`config.mk`:
```
export PLATFORM = sky130hd
export DESIGN_NAME = serial_word_feeder
export DESIGN_NICKNAME = d
export VERILOG_FILES = /design/src/rtl/feeder_pkg.sv /design/src/rtl/serial_word_feeder.sv
export SDC_FILE = /design/constraint.sdc
export NUM_CORES = 1
export LEC_CHECK = 0
export CELL_PAD_IN_SITES_DETAIL_PLACEMENT = 0
export CELL_PAD_IN_SITES_GLOBAL_PLACEMENT = 1
export CORE_MARGIN = 2
export CORE_UTILIZATION = 37
export DETAILED_ROUTE_END_ITERATION = 10
export PLACE_DENSITY = 0.78
export SLEW_MARGIN = 30
export SYNTH_ARGS = -nofsm -noshare
export SYNTH_HDL_FRONTEND = slang
export SYNTH_SLANG_ARGS = --single-unit
export TNS_END_PERCENT = 1
```
`constraint.sdc`:
```
create_clock -name clk -period 2.1 [get_ports clk]
set_clock_uncertainty 0.15 [all_clocks]
set_input_delay 0.42 -clock clk [delete_from_list [all_inputs] [get_ports clk]]
set_output_delay 0.42 -clock clk [all_outputs]
set_load 0.01 [all_outputs]
```
`src/rtl/feeder_pkg.sv`:
```
// Shared encodings for the serial feeder and the downstream "11" detector.
package feeder_pkg;

    typedef enum logic [1:0] {
        IDLE  = 2'b00,
        SHIFT = 2'b01,
        GAP   = 2'b10
    } state_t;

    localparam int GAPCNT_W = 8;

endpackage

```
`src/rtl/serial_word_feeder.sv`:
```
// Serializes handshaked parallel words onto a single-bit stream, optionally
// padding each word with forced-zero gap cycles.
module serial_word_feeder #(
    parameter int WIDTH     = 8,
    parameter int GAP       = 0,
    parameter bit LSB_FIRST = 1'b0
) (
    input  logic             clk,
    input  logic             rst,
    input  logic [WIDTH-1:0] s_data,
    input  logic             s_valid,
    output logic             s_ready,
    output logic             dout,
    output logic             dout_valid,
    output logic             busy,
    output logic             word_done
);
    import feeder_pkg::*;

    localparam int BW = $clog2(WIDTH);

    state_t             state;
    logic [WIDTH-1:0]   sreg;
    logic [BW-1:0]      bitcnt;
    logic [GAPCNT_W-1:0] gapcnt;
    logic               take;

    // The module parameter GAP shadows the enum literal, so the state is named in full.
    always_comb begin
        s_ready = 1'b0;
        if (rst) begin
            case (state)
                IDLE:            s_ready = 1'b1;
                SHIFT:           s_ready = (GAP == 0) && (bitcnt == '0);
                feeder_pkg::GAP: s_ready = (gapcnt == '0);
                default:         s_ready = 1'b0;
            endcase
        end
    end

    assign take = s_valid && s_ready;

    always_ff @(posedge clk) begin
        if (!rst) begin
            state  <= IDLE;
            sreg   <= '0;
            bitcnt <= '0;
            gapcnt <= '0;
        end else if (take) begin
            state  <= SHIFT;
            sreg   <= s_data;
            bitcnt <= BW'(WIDTH - 1);
        end else begin
            case (state)
                SHIFT: begin
                    sreg <= LSB_FIRST ? (sreg >> 1) : (sreg << 1);
                    if (bitcnt != '0) begin
                        bitcnt <= bitcnt - 1'b1;
                    end else if (GAP > 0) begin
                        state  <= feeder_pkg::GAP;
                        gapcnt <= GAPCNT_W'(GAP > 0 ? GAP - 1 : 0);
                    end else begin
                        state <= IDLE;
                    end
                end
                feeder_pkg::GAP: begin
                    if (gapcnt != '0)
                        gapcnt <= gapcnt - 1'b1;
                    else
                        state <= IDLE;
                end
                default: state <= IDLE;
            endcase
        end
    end

    // Outputs depend only on registered state, never on s_valid or s_data.
    always_comb begin
        dout       = 1'b0;
        dout_valid = 1'b0;
        word_done  = 1'b0;
        if (state == SHIFT) begin
            dout       = LSB_FIRST ? sreg[0] : sreg[WIDTH-1];
            dout_valid = 1'b1;
            word_done  = (bitcnt == '0);
        end
    end

    assign busy = (state != IDLE);

endmodule

```
==> out/metrics.cfg <==
[routing]
antenna_left = 0
drc = 0
via_per_inst = 5.19
detail_route.wl_per_cell_um = 12.0
drtPass1Iterations = 2
drt-initial-drc-count = 4
totalWireLength_um = 1300
num_vias = 561

[placement]
dp_hpwl_um = 944
dp.cells = 104
dp_slack_ns = -0.100
port_buffers = 15
place.gp.congestion = 0.712

[floorplan]
core.rowCount = 15
start_util = 0.384
die_x_um = 45.6
core_area_um2 = 1670
die_y_um = 45.6
ios = 16
die_area_um2 = 2080

[clock_tree]
clk_transition_reported_paths_ns = 0.08
cts_htree_levels = 1
cts_root_buffer = clkbuf_4
cts_tree = built
cts.sinks = 12
postCtsSetupRepairBufs = 0
clk_latency_ns = 0.28
cts_buffers = 3
cts_buffer_depth = 2

[power_and_ir_drop]
p_int_mw = 0.443
pwr-share-seq = 0.438
ir_drop_uv = 355
powerDensity_nw_per_um2 = 703
switching_share = 0.273
p_switching_mw = 0.166
p_clk_frac = 0.317
combPwrFrac = 0.245
static-leakage-power_nw = 0.376
power_mw = 0.609

[synthesis]
ys_ff_latch = 12
ys_seq_area_frac = 0.375
synth_area_um2 = 641
syn_inst = 69
syn-num-nets = 82
postSynthAreaPerCell_um2 = 9.28
ys.warnings.count = 0
synth_cell_types = 27

[worst_setup_path]
critPathKind = register to output pin
cpPeakStageDelay_ns = 0.52
crit_fanout = 9
cp.required_ns = 1.53
crit_chain = and2_1, clkdlybuf4s50_1
timing.critical_path.buf_inv = 1
cp-start-kind = register
cp-startpoint = state[0]
crit_arrival_ns = 1.40
reg2reg_from = bitcnt[0]
critical_path.top_delay_family = buffers and inverters
cpMaxStageDelayCell = clkdlybuf4s50_1
end_kind = output pin

[sta]
fin_crit_sh = 0.939
rsz0062_at_grt = false
fmax_ghz = 0.507
finalMaxSlewViolations = 0
finalWorstPathRequiredPeriod_ns = 1.97
setup_viol_count_final = 0
worst_hold_slack_ns = 0.323
final_hold_viol_count = 0
relSlewSlack = 0.838
worstMarginPinSlew_ns = 0.240
setup-tns-final_ns = 0
fin_ws_ns = 0.129

[global_routing]
grt_antenna_before_repair = 0
grt-ovfl-total = 0
first_global_vias = 521
grt_pass1_wl_um = 2220
grt_max_degree = 19
grt_usage = 0.151

[outcome]
status = completed

[final_layout]
diodes = 0
nNetsFinal = 105
stdcell_count = 108
drive_gt1_frac = 0.231
area_growth_pct = 35.2

[worst_hold_path]
min_path_type = register to register
hold_path.startpoint = bitcnt[0]

[flow_run]
maxCapViolCount = 0

per-stage QoR:
stage           util  cell area (um2)
2_1_floorplan      -              641
3_5_place_dp   0.500              836
6_report       0.518              866
4_1_cts        0.523              873
5_1_grt        0.518              866
3_3_place_gp   0.500              836
final timing paths:
kind | slack, ns | endpoint | depth (start not counted)
max | 0.13 | dout | 2
min | 0.32 | bitcnt[0] | 1
max reg2reg | 0.55 | sreg[6] | 7
min reg2reg | 0.32 | bitcnt[0] | 1
registers in the layout (all words and copies together), names as in the netlist:
register	count
bitcnt	3
sreg	8
state	1
cells by family after synthesis:
family / synth area share
simple gates: 0.201
compound gates: 0.195
flops: 0.375
buf+inv: 0.0801
mux: 0.109
fa+ha+maj: 0.0391
cells in the final DEF (no fill, tap or decap), types with 2 or more instances in the layout:
master           instances
clkdlybuf4s50_1         13
clkbuf_2                 2
inv_1                    3
nor2_1                   3
buf_4                    8
clkbuf_4                 3
mux2i_1                  7
or2_1                    6
o211ai_1                 7
dfxtp_1                 11
nand2_1                  7
a211oi_1                 2
synthesized netlist by cell type:
cell type  number  area, um2
a211oi_1        2       15.0
a21boi_2        1       11.3
a21oi_1         1       5.00
a31o_1          1       8.76
and2_1          1       6.26
and2_4          1       8.76
buf_2           2       10.0
buf_4           2       15.0
buf_6           1       11.3
dfxtp_1        12        240
ha_1            2       25.0
inv_1           3       11.3
inv_2           1       3.75
mux2i_1         7       70.1
nand2_1         7       26.3
nand2b_4        1       13.8
nand3_1         1       5.00
nor2_1          3       11.3
nor3_1          1       5.00
nor4b_1         1       8.76
o211a_1         1       10.0
o211ai_1        7       52.6
o21a_1          1       7.51
o21ai_0         1       5.00
o311a_1         1       10.0
or2_1           6       37.5
or2_2           1       6.26
layout make-up:
type	count	area [um2]
clock buffers	4	36.3
fillers	169	805
inverters	4	15.0
multi-input cells	48	352
flip-flops and latches	12	241
well taps	17	21.3
repair buffers	23	200
power by group through the flow:
| stage | Combinational, mW | Clock (mW) | Sequential, mW |
|---|---|---|---|
| floorplan | 0.0958 | 0 | 0.267 |
| global placement | 0.150 | 0 | 0.271 |
| detailed placement | 0.152 | 0 | 0.272 |
| CTS | 0.151 | 0.199 | 0.267 |
| global route | 0.165 | 0.206 | 0.271 |
| finish | 0.149 | 0.193 | 0.266 |
metal layers:
layer  GRT usage  vias up  wire length, um  share of wire
li1            -      285                -              -
met2       0.228       12              564           0.43
met1       0.199      261              654           0.50
met3      0.0278        3               54          0.042
met4      0.0882        0               28          0.022
met5           0        -                0              0
repair_timing:
item,in CTS,in global routing
hold buffers,0,0
endpoints found under the setup margin,3,2
hold endpoints to repair,0,0
resized for setup,4,4
Note: power is estimated with default switching activity, not from simulation.
